<file path="config.mk">
export PLATFORM = sky130hd
export DESIGN_NAME = str_next_blitter
export DESIGN_NICKNAME = d
export VERILOG_FILES = /design/src/rtl/str_next_blitter.sv
export SDC_FILE = /design/constraint.sdc
export NUM_CORES = 1
export LEC_CHECK = 0
export ABC_AREA = 1
export CAP_MARGIN = 10
export CORE_MARGIN = 4
export CORE_UTILIZATION = 46
export DETAILED_ROUTE_END_ITERATION = 16
export GPL_TIMING_DRIVEN = 0
export PLACE_DENSITY = 0.86
export SYNTH_ARGS = -nofsm -noshare
export SYNTH_HDL_FRONTEND = slang
export SYNTH_SLANG_ARGS = --single-unit
</file>
<file path="constraint.sdc">
create_clock -name clk_i -period 3.3 [get_ports clk_i]
set_clock_uncertainty 0.05 [all_clocks]
set_input_delay 0.495 -clock clk_i [delete_from_list [all_inputs] [get_ports clk_i]]
set_output_delay 0.495 -clock clk_i [all_outputs]
set_load 0.005 [all_outputs]
</file>
<file path="src/rtl/str_next_blitter.sv">
`default_nettype none
// ============================================================================
// Module   : str_next_blitter
// Purpose  : Two-stage pixel pipeline drawing the blinking "NEXT" label from
//            a combinational glyph ROM.
// Revision : 1.0 - initial release
// ============================================================================
module str_next_blitter #(
    parameter int width_p        = 32,
    parameter int glyph_h_p      = 64,
    parameter int chars_p        = 4,
    parameter int coord_w_p      = 10,
    parameter int origin_x_p     = 100,
    parameter int origin_y_p     = 50,
    parameter int blink_frames_p = 30
) (
    input  logic                                    clk_i,
    input  logic                                    reset_i,
    input  logic                                    v_i,
    input  logic [coord_w_p-1:0]                    x_i,
    input  logic [coord_w_p-1:0]                    y_i,
    input  logic                                    frame_i,
    input  logic                                    enable_i,
    input  logic                                    blink_i,
    output logic                                    ready_o,
    output logic [$clog2(chars_p*glyph_h_p)-1:0]    rom_addr_o,
    input  logic [width_p-1:0]                      rom_data_i,
    output logic                                    v_o,
    output logic                                    pixel_o,
    output logic                                    in_region_o,
    input  logic                                    yumi_i
);

    localparam int c_LXW    = coord_w_p + 1;
    localparam int c_ADDR_W = $clog2(chars_p * glyph_h_p);
    localparam int c_COL_W  = (width_p > 1) ? $clog2(width_p) : 1;
    localparam int c_FC_W   = (blink_frames_p > 0) ? $clog2(blink_frames_p + 1) : 1;

    typedef enum logic [0:0] {
        ST_VISIBLE = 1'b0,
        ST_HIDDEN  = 1'b1
    } blink_state_t;

    // One extra sign bit keeps coordinates left of / above the origin negative.
    logic signed [c_LXW-1:0] w_lx;
    logic signed [c_LXW-1:0] w_ly;
    int                      w_lx_int;
    int                      w_ly_int;
    logic                    w_in_region;
    logic [c_ADDR_W-1:0]     w_addr;
    logic [c_COL_W-1:0]      w_col;
    logic [width_p-1:0]      w_rom_rev;
    logic                    w_rom_bit;
    logic                    w_adv;
    logic                    w_visible;

    blink_state_t            r_state;
    logic [c_FC_W-1:0]       r_fc;

    logic                    r_s1_v;
    logic [c_ADDR_W-1:0]     r_s1_addr;
    logic [c_COL_W-1:0]      r_s1_col;
    logic                    r_s1_inreg;
    logic                    r_s1_show;
    logic                    r_v_o;
    logic                    r_pixel_o;
    logic                    r_in_region_o;

    assign w_lx = $signed({1'b0, x_i}) - $signed(c_LXW'(origin_x_p));
    assign w_ly = $signed({1'b0, y_i}) - $signed(c_LXW'(origin_y_p));

    always_comb begin
        w_lx_int    = int'(w_lx);
        w_ly_int    = int'(w_ly);
        w_in_region = !w_lx[c_LXW-1] && !w_ly[c_LXW-1] &&
                      (w_lx_int < chars_p * width_p) && (w_ly_int < glyph_h_p);
        w_col       = c_COL_W'(w_lx_int % width_p);
        w_addr      = '0;
        if (w_in_region) begin
            w_addr = c_ADDR_W'((w_lx_int / width_p) * glyph_h_p + w_ly_int);
        end
    end

    // Column 0 is the MSB of the ROM word; reverse once so col indexes directly.
    always_comb begin
        w_rom_rev = '0;
        for (int i = 0; i < width_p; i++) begin
            w_rom_rev[i] = rom_data_i[width_p-1-i];
        end
        w_rom_bit = w_rom_rev[r_s1_col];
    end

    assign w_adv     = ~r_v_o | yumi_i;
    assign w_visible = (r_state == ST_VISIBLE);

    always_ff @(posedge clk_i) begin
        if (reset_i) begin
            r_state <= ST_VISIBLE;
            r_fc    <= '0;
        end else if (frame_i) begin
            if (!blink_i || (blink_frames_p == 0)) begin
                r_state <= ST_VISIBLE;
                r_fc    <= '0;
            end else if (r_fc == c_FC_W'(blink_frames_p - 1)) begin
                r_fc    <= '0;
                r_state <= (r_state == ST_VISIBLE) ? ST_HIDDEN : ST_VISIBLE;
            end else begin
                r_fc    <= r_fc + 1'b1;
            end
        end
    end

    always_ff @(posedge clk_i) begin
        if (reset_i) begin
            r_s1_v        <= 1'b0;
            r_s1_addr     <= '0;
            r_s1_col      <= '0;
            r_s1_inreg    <= 1'b0;
            r_s1_show     <= 1'b0;
            r_v_o         <= 1'b0;
            r_pixel_o     <= 1'b0;
            r_in_region_o <= 1'b0;
        end else if (w_adv) begin
            r_s1_v        <= v_i;
            r_s1_addr     <= w_addr;
            r_s1_col      <= w_col;
            r_s1_inreg    <= w_in_region;
            r_s1_show     <= w_visible & enable_i;
            r_v_o         <= r_s1_v;
            r_in_region_o <= r_s1_inreg;
            r_pixel_o     <= r_s1_inreg & w_rom_bit & r_s1_show;
        end
    end

    assign ready_o     = w_adv;
    assign rom_addr_o  = r_s1_addr;
    assign v_o         = r_v_o;
    assign pixel_o     = r_pixel_o;
    assign in_region_o = r_in_region_o;

endmodule
`default_nettype wire

</file>
==> results.sh <==
export IMPL_die_area_mm2=0.004659
export IMPL_fmax_mhz=409.6
export IMPL_p_leak_nw=1.081
export IMPL_dpl_hpwl_mm=3.571
export IMPL_antenna_found_initial=0
export IMPL_cts_hold_buf=0
export IMPL_die_y_um=68.26
export IMPL_critPathMaxStageDelay_ns=0.51
export IMPL_gr_total_overflow=0
export IMPL_crit_path_cell_trace="clkdlybuf4s50_1 -> nor2_1 -> clkinv_1 -> clkdlybuf4s50_1"
export IMPL_synth_most_common_cell="nand2_1"
export IMPL_antenna_left=0
export IMPL_layout_drive_gt1_share_pct=5.865
export IMPL_dr_pass1_iters=4
export IMPL_setup_violations_final=0
export IMPL_ys_warn_count=0
export IMPL_dr_wl_met2_mm=1.990
export IMPL_synthXorXnorAreaFrac_pct=3.146
export IMPL_io_buffers=70
export IMPL_fin_ws_ns=0.8588
export IMPL_start_kind="input port"
export IMPL_path_class="input port to primary output"
export IMPL_die_w_um=68.26
export IMPL_ys_async_sr_fraction_pct=0
export IMPL_syn_cell_area_mm2=0.001670
export IMPL_slew_headroom_pct=72.38
export IMPL_rrSetupSlack_ns=1.73
export IMPL_htreeDepth=1
export IMPL_yosys_area_share_simple_pct=41.05
export IMPL_cts_buffer_depth=2
export IMPL_synth_top_family_by_area="simple AND/OR/NAND/NOR gates"
export IMPL_fin_crit_sh_pct=73.98
export IMPL_grt_pass1_wl_mm=7.017
export IMPL_holdWs_ns=0.4231
export IMPL_critPathLaunch="yumi_i"
export IMPL_coreArea_mm2=0.003416
export IMPL_worstSetupEndpointType="primary output"
export IMPL_fin_cells=387
export IMPL_grt_max_degree=15
export IMPL_cts_resized=0
export IMPL_row_count=21
export IMPL_totalPowerFinal_mw=0.6561
export IMPL_routed_wl_mm=4.336
export IMPL_fillCellCount=311
export IMPL_ys_ff_latch=25
export IMPL_hold_violations=0
export IMPL_rr_worst_depth=9
export IMPL_synthTopCellsByArea="dfxtp_1, nand2_1, nand3_1"
export IMPL_drtIter0Drc=69
export IMPL_crit_arrival_ns=1.90
export IMPL_r2r_end="pixel_o"
export IMPL_post_cts_buffers=0
export IMPL_synthMuxAreaShare_pct=0
export IMPL_yosysUniqueCellTypes=30
export IMPL_grt_pass1_vias=1754
export IMPL_final_util_pct=71.90
export IMPL_synth_flop_cell="dfxtp_1"
export IMPL_track_usage_pct=19.00
export IMPL_max_cap_violations=0
export IMPL_route_vias_total=1907
export IMPL_met1_length_mm=1.922
export IMPL_place_inst=383
export IMPL_vias_per_cell=4.928
export IMPL_tritoncts="done"
export IMPL_start_util_pct=48.90
export IMPL_wl_met3_um=399
export IMPL_clk_pin_slew_ns=0.13
export IMPL_cts_buffers=3
export IMPL_n_antenna_cell=0
export IMPL_wl_per_cell_um=11.20
export IMPL_slew_viol_final=0
export IMPL_finish_net_count=408
export IMPL_ios=71
export IMPL_dpl_cell_area_mm2=0.002429
export IMPL_drc=0
export IMPL_hold_path_class="flip-flop to flip-flop"
export IMPL_post_place_ws_ns=0.5507
export IMPL_rsz0062_at_grt="no"
export IMPL_layout_min_cycle_time_ns=2.441
export IMPL_yosysTopAreaCellShare_pct=29.96
export IMPL_tightest_slew_ns=0.4143
export IMPL_critPathRequiredTime_ns=2.75
export IMPL_gp_congestion=0.8045
export IMPL_synthCells=267
export IMPL_whs_path_depth=2
export IMPL_syn_area_per_cell_um2=6.256
export IMPL_cp_max_fo=8
export IMPL_clock_sinks=25
export IMPL_area_growth_pct=47.04
export IMPL_r2r_start="r_s1_col[1]"
export IMPL_synthAdderAreaFrac_pct=5.243
export IMPL_synth_edf_count=0
export IMPL_ir_drop_v=0.0002827
export IMPL_yosysTopAreaCell="dfxtp_1"
export IMPL_status="finished clean"
export IMPL_powerDensity_mw_per_mm2=267.1
export IMPL_crit_slowest_cell="clkdlybuf4s50_1"
export IMPL_ys_seq_area_share_pct=29.96
export IMPL_cp_common_cell="clkdlybuf4s50_1"
export IMPL_crit_buf_inv=3
export IMPL_routed_top_layer="met4"
export IMPL_finish_instance_area_mm2=0.002456
export IMPL_path_delay_family="buffers and inverters"
export IMPL_ys_top_cells_by_count="nand2_1, nand3_1, dfxtp_1, inv_1, a21oi_1"
export IMPL_synth_compound_area_share_pct=11.84
export IMPL_whs_endpoint="rom_addr_o[0]"
export IMPL_clk_latency_ns=0.31
export IMPL_setup_tns_ns=0
export IMPL_synth_nets=333
export IMPL_clockRootBuffer="clkbuf_4"
export IMPL_worstHoldStart="rom_addr_o[0]"
==> final cells by class <==
class                           count  area, um^2  area share [%]
Sequential cell                    25       500.5           20.38
Clock inverter                      1       5.005          0.2038
Multi-Input combinational cell    206        1023           41.67
Inverter                           29       108.9           4.432
Tap cell                           46       57.56           2.343
Timing Repair Buffer               70       700.7           28.53
Clock buffer                        3       22.52          0.9170
Buffer                              7       37.54           1.528
==> power breakdown <==
group | leakage, nW | switching (mW) | internal (mW)
Combinational | 0.859 | 0.0965 | 0.111
Clock | 0.0177 | 0.0847 | 0.0453
Sequential | 0.204 | 0.00624 | 0.312
==> worst register-to-register path, cell delays in order (launching register included) <==
cell      delay (ns)
dfxtp_1         0.32
buf_2           0.19
clkinv_1        0.28
nand3_1         0.18
nand2_1         0.08
nand2_1         0.07
nand3_1         0.07
nand3b_1        0.08
nand3_1         0.08
a21oi_1         0.11
==> cell families after synthesis <==
logic type / after synthesis
compound gates: 36
xor+xnor: 6
fa+ha+maj: 7
buf+inv: 36
flops: 25
simple gates: 157
==> placed cells by master (no fill, tap or decap), drive strengths merged, types with 2 or more instances in the layout <==
cell type      count
nand3             33
nand4              4
nor2              16
buf                4
ha                 7
xor2               5
a211oi             2
clkbuf             6
o21ai              8
nand2             98
nand3b             3
nor3               2
clkinv             3
a21oi             22
inv               27
dfxtp             25
clkdlybuf4s50     70
==> layer usage <==
layer,global-route usage (%),vias up
met3,5.747,4
met5,0,-
met1,22.23,839
met4,4.467,0
li1,-,1013
met2,33.69,51
==> sequential cells by signal (all words and copies together), names as in the netlist <==
register     flops
r_s1_show        1
v_o              1
r_state          1
r_fc             5
rom_addr_o       8
pixel_o          1
r_s1_inreg       1
r_s1_v           1
in_region_o      1
r_s1_col         5
==> worst max path at each step <==
stage,to,depth (start not counted)
after global placement,rom_addr_o[7],12
after detailed placement,rom_addr_o[7],12
after floorplan,rom_addr_o[7],11
after CTS,ready_o,4
final,ready_o,4
after global routing,ready_o,4
No activity file was read; power rests on OpenSTA's default activity.
==> variant (same settings) <==
Change the parameter `width_p` from 32 to 64.
--- a/src/rtl/str_next_blitter.sv
+++ b/src/rtl/str_next_blitter.sv
@@ -6,7 +6,7 @@
 // Revision : 1.0 - initial release
 // ============================================================================
 module str_next_blitter #(
-    parameter int width_p        = 32,
+    parameter int width_p        = 64,
     parameter int glyph_h_p      = 64,
     parameter int chars_p        = 4,
     parameter int coord_w_p      = 10,
Interface: changed (resized rom_data_i); port bits go from 71 to 103. No check against the original RTL was run, so the function may have changed too.
==> variant against the original RTL <==
Area after synthesis grew 20%. Sequential share of layout area is 3.9 points lower. Design area up 29%. Die area is 18% higher. Routed wire length up 50%. Setup slack got worse by 0.48 ns. First-iteration DRC count rose by 97%. Sequential power grew 4%. Sequential cell count up 1. Total power rose by 39%. Critical endpoint is now rom_addr_o[7]. Largest power group unchanged.
==> variant: results (changes against the original RTL) <==
The cell leakage power came to 1.35 nW (was 1.08 nW). The placement-stage worst setup slack is 0.156 ns (was 0.551 ns). The flip-flop count of the largest register after layout came to 8 (unchanged). The total via count after detailed routing came out at 2516 (was 1907).

The sequential-to-total area share from yosys stat was 25.9% (was 30.0%). Most area-consuming cells after synthesis: dfxtp_1 (26%), nand2_1 (22%), nand3_1 (17%) (was dfxtp_1 (30%), nand2_1 (21%), nand3_1 (9.6%)). The first-pass iteration count of the detailed router came to 5 (was 4). The capturing element of the worst setup path is rom_addr_o[7] (was ready_o). The total grt overflow came out at 0 (unchanged).

The root buffer cell is clkbuf_8 (was clkbuf_4). The deepest clock path buffer count is 2 (unchanged). The cell with the largest stage delay on the worst path is clkdlybuf4s50_1 (unchanged).

The post-cts gate resize count is 0 (unchanged). The end of the worst register-to-register path is pixel_o (unchanged). The data arrival time of the worst path came out at 3.08 ns (was 1.90 ns).

The initial antenna violation count came out at 0 (unchanged). The number of warnings reported in the yosys synthesis log is 0 (unchanged). The total track usage came out at 23.4% (was 19.0%). The maximum frequency from static timing analysis came out at 342 MHz (was 410 MHz). The timing startpoint of the critical path is x_i[2] (was yumi_i). The starting DRC count in detailed routing is 136 (was 69). The first-pass GRT wire length is 10.3 mm (was 7.02 mm). The largest single stage delay on the critical path is 0.50 ns.

Top post-synthesis cells by count: nand2_1 (116), nand3_1 (67), dfxtp_1 (26) (was nand2_1 (94), nand3_1 (32), dfxtp_1 (25), inv_1 (25), a21oi_1 (22)). The endpoint of the worst hold path is rom_addr_o[0] (unchanged). The peak supply drop came out at 0.269 mV (was 0.283 mV). The actual slew at the worst max-slew pin came out at 0.463 ns (was 0.414 ns).

The routability congestion estimate from global placement is 0.872 (was 0.805). The depth of the most critical reg-to-reg path is 10 (was 9). The total wire length after detailed routing was 6.52 mm (was 4.34 mm).

The start point of the worst hold path is rom_addr_o[0] (unchanged). The maximum fanout along the worst path came out at 3 (was 8). The CTS H-tree depth is 1 (unchanged).

The placed wire-length estimate came out at 5.37 mm (was 3.57 mm). The net count of the finished layout was 537 (was 408). The via count of the first global-routing pass came out at 2313 (was 1754). The antenna cell count came to 0 (unchanged).

The reg-to-reg critical path startpoint is r_s1_col[2] (was r_s1_col[1]). The clock latency on the worst-skew pair is 0.27 ns (was 0.31 ns). The port buffer count is 102 (was 70). The dominant synthesized flop cell is dfxtp_1 (unchanged). The slack of the worst reg-to-reg path is 1.54 ns (was 1.73 ns). The number of buffers added for setup after CTS is 0 (unchanged). Status: finished clean (unchanged). The CTS clock-pin slew for the worst setup and hold paths came to 0.09 ns (was 0.13 ns). The post-synth net total is 430 (was 333). The pin count of the biggest net entering global routing came out at 16 (was 15). The share of synthesized flip-flops with an asynchronous set or reset came out at 0% (unchanged). The number of cells traversed by the worst hold path came to 2 (unchanged). The proportion of layout cells with a drive suffix above 1 came out at 5.94% (was 5.87%).

The count of different cell masters after synthesis came out at 28 (was 30). The classification of the worst-slack hold path is reg2reg (unchanged). The total clock buffers created by CTS came out at 3 (unchanged). The kind of cell adding the most delay to the critical path is simple AND/OR/NAND/NOR gates (was buffers and inverters).
## variant: cell types whose count changed in the layout (fill, tap and decap cells not counted), sizes merged, moves of 3 or more
| cell | unedited run | this run |
|---|---|---|
| nand3 | 33 | 67 |
| clkdlybuf4s50 | 70 | 102 |
| nand2 | 98 | 117 |
| buf | 4 | 9 |
| xnor2 | 1 | 6 |
| nand4 | 4 | 1 |
## variant: layer usage
layer | global-route usage [%] | wire (um)
met3 | 2.43 | 530
met4 | 4.02 | 51
met5 | 0 | 0
met2 | 42.1 | 3120
met1 | 30.5 | 2810
## variant: cell type report
class | count | area, um2
Multi-Input combinational cell | 263 | 1300
Timing Repair Buffer | 102 | 1020
Fill cell | 351 | 953
Sequential cell | 26 | 520
Inverter | 29 | 109
Buffer | 14 | 73.8
Tap cell | 50 | 62.6
Clock buffer | 3 | 41.3
Clock inverter | 1 | 30.0
## variant: logic make-up after synthesis
kind of cell    count (synthesis)  share of synthesized area (%)
compound gates                 33                           8.92
buf+inv                        43                           9.10
simple gates                  210                           45.6
xor+xnor                       13                           6.05
fa+ha+maj                       7                           4.36
flops                          26                           25.9
## variant: metrics by stage
| step | instance area [um2] | util (%) | cells | power (mW) | hold slack [ns] |
|---|---|---|---|---|---|
| finish | 3160 | 76.8 | 488 | 0.912 | 0.417 |
| global placement | 3090 | 75.1 | 484 | 0.652 | 0.389 |
| global route | 3160 | 76.8 | 488 | 0.972 | 0.438 |
| CTS | 3160 | 76.8 | 488 | 0.919 | 0.419 |
| detailed placement | 3090 | 75.1 | 484 | 0.659 | 0.405 |
| floorplan | 2010 | - | 332 | 0.502 | 0.379 |
## variant: power breakdown
group / total, mW / internal [mW] / switching (mW)
Sequential: 0.333 / 0.326 / 0.00708
Combinational: 0.321 / 0.172 / 0.149
Clock: 0.258 / 0.162 / 0.0961
